File: config.mk
export PLATFORM = sky130hd
export DESIGN_NAME = rf_wb_arbiter
export DESIGN_NICKNAME = d
export VERILOG_FILES = /design/src/rtl/rf_wb_arbiter_pkg.sv /design/src/rtl/wb_result_fifo.sv /design/src/rtl/rf_wb_arbiter.sv
export SDC_FILE = /design/constraint.sdc
export NUM_CORES = 1
export LEC_CHECK = 0
export BUFFER_PORTS_ARGS = -buffer_cell sky130_fd_sc_hd__buf_2
export CAP_MARGIN = 30
export CORE_AREA = 2 2 141 143
export DETAILED_ROUTE_END_ITERATION = 12
export DIE_AREA = 0 0 143 145
export PLACE_DENSITY = 0.48
export RECOVER_POWER = 100
export SYNTH_ARGS = -nofsm -noshare
export SYNTH_HDL_FRONTEND = slang
export SYNTH_SLANG_ARGS = --single-unit
File: constraint.sdc
create_clock -name clk -period 3.6 [get_ports clk]
set_input_delay 0.72 -clock clk [delete_from_list [all_inputs] [get_ports clk]]
set_output_delay 0.72 -clock clk [all_outputs]
set_load 0.02 [all_outputs]
File: src/rtl/rf_wb_arbiter_pkg.sv
// Shared constants for the register-file write-port arbiter and its result FIFO.
package rf_wb_arbiter_pkg;

  localparam int unsigned NREG_DEF       = 32;
  localparam int unsigned AW_DEF         = 5;
  localparam int unsigned DW_DEF         = 32;
  localparam int unsigned BUF_DEPTH_DEF  = 2;
  localparam int unsigned STARVE_MAX_DEF = 4;
  localparam int unsigned REG_ZERO       = 0;

endpackage

File: src/rtl/wb_result_fifo.sv
// Synchronous FIFO of {rd, data} long-latency results with pass-through ready.
module wb_result_fifo #(
  parameter int unsigned AW    = 5,
  parameter int unsigned DW    = 32,
  parameter int unsigned DEPTH = 2
) (
  input  logic          clk,
  input  logic          rst_n,
  input  logic          push_i,
  input  logic [AW-1:0] push_rd_i,
  input  logic [DW-1:0] push_data_i,
  input  logic          pop_i,
  output logic [AW-1:0] head_rd_o,
  output logic [DW-1:0] head_data_o,
  output logic          full_o,
  output logic          empty_o,
  output logic          ready_o
);

  localparam int unsigned    PW       = $clog2(DEPTH);
  localparam logic [PW:0]    FULL_CNT = DEPTH[PW:0];

  logic [AW+DW-1:0] mem_q [DEPTH];
  logic [PW-1:0]    wr_ptr_q;
  logic [PW-1:0]    rd_ptr_q;
  logic [PW:0]      cnt_q;

  always_ff @(posedge clk or negedge rst_n) begin
    if (!rst_n) begin
      wr_ptr_q <= '0;
      rd_ptr_q <= '0;
      cnt_q    <= '0;
    end else begin
      if (push_i) wr_ptr_q <= wr_ptr_q + 1'b1;
      if (pop_i)  rd_ptr_q <= rd_ptr_q + 1'b1;
      case ({push_i, pop_i})
        2'b10:   cnt_q <= cnt_q + 1'b1;
        2'b01:   cnt_q <= cnt_q - 1'b1;
        default: cnt_q <= cnt_q;
      endcase
    end
  end

  always_ff @(posedge clk) begin
    if (push_i) mem_q[wr_ptr_q] <= {push_rd_i, push_data_i};
  end

  assign {head_rd_o, head_data_o} = mem_q[rd_ptr_q];
  assign full_o  = (cnt_q == FULL_CNT);
  assign empty_o = (cnt_q == '0);
  // A pop this cycle frees a slot, so a full FIFO can still accept.
  assign ready_o = !full_o || pop_i;

endmodule

File: src/rtl/rf_wb_arbiter.sv
// Shares the register-file write port between WB and buffered long-latency results,
// with starvation forcing and a pending-destination hazard scoreboard.
module rf_wb_arbiter
  import rf_wb_arbiter_pkg::*;
#(
  parameter int unsigned NREG       = NREG_DEF,
  parameter int unsigned AW         = AW_DEF,
  parameter int unsigned DW         = DW_DEF,
  parameter int unsigned BUF_DEPTH  = BUF_DEPTH_DEF,
  parameter int unsigned STARVE_MAX = STARVE_MAX_DEF
) (
  input  logic          clk,
  input  logic          rst_n,
  input  logic          wb_we,
  input  logic [AW-1:0] wb_waddr,
  input  logic [DW-1:0] wb_wdata,
  output logic          pipe_hold,
  input  logic          lu_issue,
  input  logic [AW-1:0] lu_issue_rd,
  input  logic          lu_valid,
  input  logic [AW-1:0] lu_rd,
  input  logic [DW-1:0] lu_data,
  output logic          lu_ready,
  input  logic [AW-1:0] dec_rs,
  input  logic [AW-1:0] dec_rt,
  input  logic [AW-1:0] dec_rd,
  output logic          hz_stall,
  output logic          rf_we,
  output logic [AW-1:0] rf_waddr,
  output logic [DW-1:0] rf_wdata
);

  localparam int unsigned    SW         = $clog2(STARVE_MAX + 1);
  localparam logic [SW-1:0]  STARVE_LIM = STARVE_MAX[SW-1:0];

  logic            run_q;
  logic [SW-1:0]   starve_q, starve_d;
  logic [NREG-1:0] pend_q, pend_d;

  logic            wb_req, fifo_nonempty, starved;
  logic            grant_fifo, grant_wb, push;
  logic [AW-1:0]   head_rd;
  logic [DW-1:0]   head_data;
  logic            fifo_full, fifo_empty, fifo_ready;

  wb_result_fifo #(
    .AW    (AW),
    .DW    (DW),
    .DEPTH (BUF_DEPTH)
  ) u_fifo (
    .clk         (clk),
    .rst_n       (rst_n),
    .push_i      (push),
    .push_rd_i   (lu_rd),
    .push_data_i (lu_data),
    .pop_i       (grant_fifo),
    .head_rd_o   (head_rd),
    .head_data_o (head_data),
    .full_o      (fifo_full),
    .empty_o     (fifo_empty),
    .ready_o     (fifo_ready)
  );

  // run_q keeps the write port and lu_ready quiet until the first edge after reset.
  always_comb begin
    wb_req        = wb_we && (wb_waddr != '0);
    fifo_nonempty = !fifo_empty;
    starved       = fifo_nonempty && (starve_q == STARVE_LIM);
    grant_fifo    = run_q && fifo_nonempty && (starved || !wb_req);
    grant_wb      = run_q && wb_req && !grant_fifo;
    lu_ready      = run_q && fifo_ready;
    push          = lu_valid && lu_ready && (lu_rd != '0);
    pipe_hold     = run_q && starved;
  end

  always_comb begin
    rf_we    = grant_fifo || grant_wb;
    rf_waddr = '0;
    rf_wdata = '0;
    if (grant_fifo) begin
      rf_waddr = head_rd;
      rf_wdata = head_data;
    end else if (grant_wb) begin
      rf_waddr = wb_waddr;
      rf_wdata = wb_wdata;
    end
  end

  always_comb begin
    starve_d = starve_q;
    if (!fifo_nonempty || grant_fifo) begin
      starve_d = '0;
    end else if (starve_q != STARVE_LIM) begin
      starve_d = starve_q + 1'b1;
    end
  end

  // Clear before set so a same-cycle re-issue to the draining rd stays pending.
  always_comb begin
    pend_d = pend_q;
    if (grant_fifo) pend_d[head_rd] = 1'b0;
    if (lu_issue && (lu_issue_rd != '0)) pend_d[lu_issue_rd] = 1'b1;
    pend_d[REG_ZERO] = 1'b0;
  end

  assign hz_stall = ((dec_rs != '0) && pend_q[dec_rs]) ||
                    ((dec_rt != '0) && pend_q[dec_rt]) ||
                    ((dec_rd != '0) && pend_q[dec_rd]);

  always_ff @(posedge clk or negedge rst_n) begin
    if (!rst_n) begin
      run_q    <= 1'b0;
      starve_q <= '0;
      pend_q   <= '0;
    end else begin
      run_q    <= 1'b1;
      starve_q <= starve_d;
      pend_q   <= pend_d;
    end
  end

endmodule

==> metrics.yaml <==
status:
  status: "finished with violations"
  violations: "max-capacitance violations, max-slew violations"
worst_setup_path:
  critPathTopFamily: "buffers and inverters"
  cp-end-kind: "output port"
  path_buf_inv: 3
  cp.required_ns: 2.88
  cp_data_arrival_time_ns: 2.68
  start_kind: "primary input"
  cp_max_fo: 39
  worst-setup-path-type: "primary input to output port"
  crit_chain: "buf_2 > or4_1 > o211ai_4 > nand2_2 > buf_4 > o21ai_0 > clkbuf_1"
  crit_path_start: "wb_waddr[1]"
  slowest_stage: "or4_1"
  cp_slowest_stage_delay_ns: 0.57
  timing.rr.start: "starve_q[0]"
clock_network:
  cts_buffers: 17
  clkSinkCount: 113
  clockRootBuffer: "clkbuf_16"
  post_cts_buffers: 0
  ctsResizeCount: 0
  cts_hold_buf: 0
  clk_path_buf_depth: 2
  clk_pin_slew_ns: 0.05
  htreeDepth: 4
  cts_tree: "built"
  clock_latency_ns: 0.40
yosys:
  synth-xor-area-share: 0.008979
  seq_area_frac_synth: 0.5598
  synth-edff-count: 74
  ys_ff_latch: 113
  synthCells: 443
  synthAdderAreaFrac: 0.006570
  synth_fp_nets: 545
  synth.area.mux_share: 0.1813
  synth.distinct_cells: 49
  syn_area_sq_um: 5713
  synthArstFlopShare: 0.3451
  yosysWarnings: 0
  ys.flop_type: "edfxtp_1"
  synth_top_family_by_area: "multiplexers"
  synth-simple-area-share: 0.08826
  yosys-top-cells-area: "edfxtp_1, dfrtp_1, mux2i_1"
  synth_top_area_cell: "edfxtp_1"
  synth_compound_area_frac: 0.1224
  synth_area_per_cell_sq_um: 12.90
  netlist.area_leader.share: 0.3890
pwr:
  combPwrFrac: 0.279
  ir_worst_vdd_mv: 0.2859
  p_int_uw: 3488
  power_density_nw_per_um2: 722.1
  p_leak_uw: 0.002709
  p_seq_frac: 0.391
  p_sw_uw: 1666
  p_sw_frac: 0.3232
  pwr-share-clk: 0.330
placed_design:
  port_buffers: 139
  place_area_sq_um: 6678
  gp_congestion: 0.8489
  hpwl_mm: 10.93
global_routing:
  use_met2: 0.2311
  grt_pass1_wl_mm: 23.88
  top_usage_layer: "met2"
  grt_use_met1: 0.1946
  gr-usage-met3: 0.05479
  grt_pass1_vias: 4317
  grtUsageTotal: 0.1494
  grt_max_degree: 40
  grt_overflow_total: 0
  antenna_found_initial: 1
die:
  die_x_microns: 143
  die-area_sq_um: 20740
  initial_core_util: 0.2974
  fp.dieH_microns: 145
  std_cell_rows: 51
  ios: 140
  core_area_sq_um: 19210
finish:
  area_growth_pct: 24.95
  final_cell_area_sq_um: 7138
  utilization: 0.3716
  antenna_cells: 0
  final_common_cell: "o21ai_0"
  regArea_sq_um: 3198
  final_cell_mix: "o21ai_0, buf_2, edfxtp_1, clkbuf_1, mux2i_1"
  num-fill-cells: 1902
  multi_input_area_sq_um: 2315
  drive_above_1_share: 0.2429
  num-nets-final: 686
detailed_routing:
  routedWlPerCell_microns: 17.38
  initialDrtViolationCount: 273
  antenna_left: 0
  via_count: 4216
  first_pass_iters: 5
  postRouteWirelength_mm: 14.98
  drt-vias-per-instance: 4.891
  drc: 0
worst_hold_path:
  worstHoldPathType: "flop to flop"
  min_from: "u_fifo.wr_ptr_q"
timing:
  slew_headroom: -0.3877
  finalHoldViolations: 0
  rsz0062_at_grt: "no"
  period_share: 0.9443
  finalSetupViolations: 0
  period_needed_ns: 3.399
  drv_slew: 40
  hold_slack_ns: 0.4997
  worst_pin_slew_ns: 2.082
  fmax_ghz: 0.2942
  fin_worst_skew_ns: 0.006466
flow_run:
  cap_violations: 1
==> cells in the mapped netlist, types with 2 or more instances <==
library cell	instances
dfrtp_1	39
clkbuf_1	8
mux4_1	7
buf_2	5
nor3b_1	6
ha_1	3
mux2_2	5
xnor2_1	4
o21ai_2	9
a21boi_0	2
o21ai_0	87
nand3b_1	6
buf_4	2
nand2_1	43
inv_1	11
o31ai_1	4
nand4_1	8
o211ai_4	2
mux2i_1	48
edfxtp_1	74
a22oi_1	2
nand3_1	7
nor2b_1	3
buf_6	6
mux4_2	14
nor3_1	2
nand4b_1	3
o41ai_1	3
nor2_1	10
==> flip-flops by register name, summed over array words and instances, names as in the netlist <==
register	flops
u_fifo.rd_ptr_q	1
u_fifo.mem_q	74
u_fifo.cnt_q	2
pend_q	31
starve_q	3
run_q	1
u_fifo.wr_ptr_q	1
==> layout make-up <==
type                    instances  area share
well taps                     265     0.04645
repair buffers                144     0.09150
multi-input cells             297      0.3243
clock inverters                14     0.02384
flip-flops and latches        113      0.4480
clock buffers                  18     0.06012
inverters                      11    0.005784
==> stage by stage <==
stage               setup slack [ns]  total power (uW)  instances  TNS, ns
floorplan                    -0.2771              3008        443   -20.50
global placement              0.2686              3484        830        0
detailed placement            0.2434              3532        830        0
CTS                           0.2287              5252        862        0
global route                 0.08041              5453        862        0
finish                        0.2007              5154        862        0
==> layer usage <==
| metal | part of all wire | vias to the layer above | routed length, microns |
|---|---|---|---|
| met5 | 0.0011 | - | 16 |
| met2 | 0.47 | 155 | 6994 |
| li1 | - | 1991 | - |
| met3 | 0.081 | 17 | 1219 |
| met1 | 0.44 | 2051 | 6578 |
| met4 | 0.012 | 2 | 175 |
==> worst reg2reg max path: cells and delay by family (launching register included) <==
family | cells | cell delay, ns
buffers and inverters | 2 | 0.84
AOI/OAI and AO/OA | 3 | 0.55
DFF | 1 | 0.40
and+or+nand+nor | 2 | 0.64
adders and majority gates | 1 | 0.16
==> worst paths after layout <==
kind                                       endpoint  slack (ns)  cells past startpoint
worst max-delay path                    rf_waddr[4]        0.20                      7
worst max register to register  u_fifo.mem_q[0][34]        0.62                      8
min in group asynchronous                pend_q[10]        0.91                      1
worst min register to register      u_fifo.wr_ptr_q        0.50                      1
max in group asynchronous               starve_q[1]        1.49                      1
worst min-delay path                u_fifo.wr_ptr_q        0.50                      1
==> power groups by stage <==
stage          sequential, uW  combinational [uW]  clock (uW)
2_1_floorplan            1870                1140           0
3_3_place_gp             2010                1480           0
3_5_place_dp             2030                1500           0
4_1_cts                  2010                1500        1740
5_1_grt                  2060                1590        1810
6_report                 2010                1440        1700
==> cell families (layout without fill, tap and decap cells) <==
kind of cell / Yosys count / count (layout)
other cells: 1 / 1
fa+ha+maj: 3 / 3
flops: 113 / 113
buf+inv: 33 / 187
compound gates: 116 / 116
simple gates: 98 / 98
xor+xnor: 5 / 5
mux: 74 / 74
Note: power is estimated with default switching activity, not from simulation.
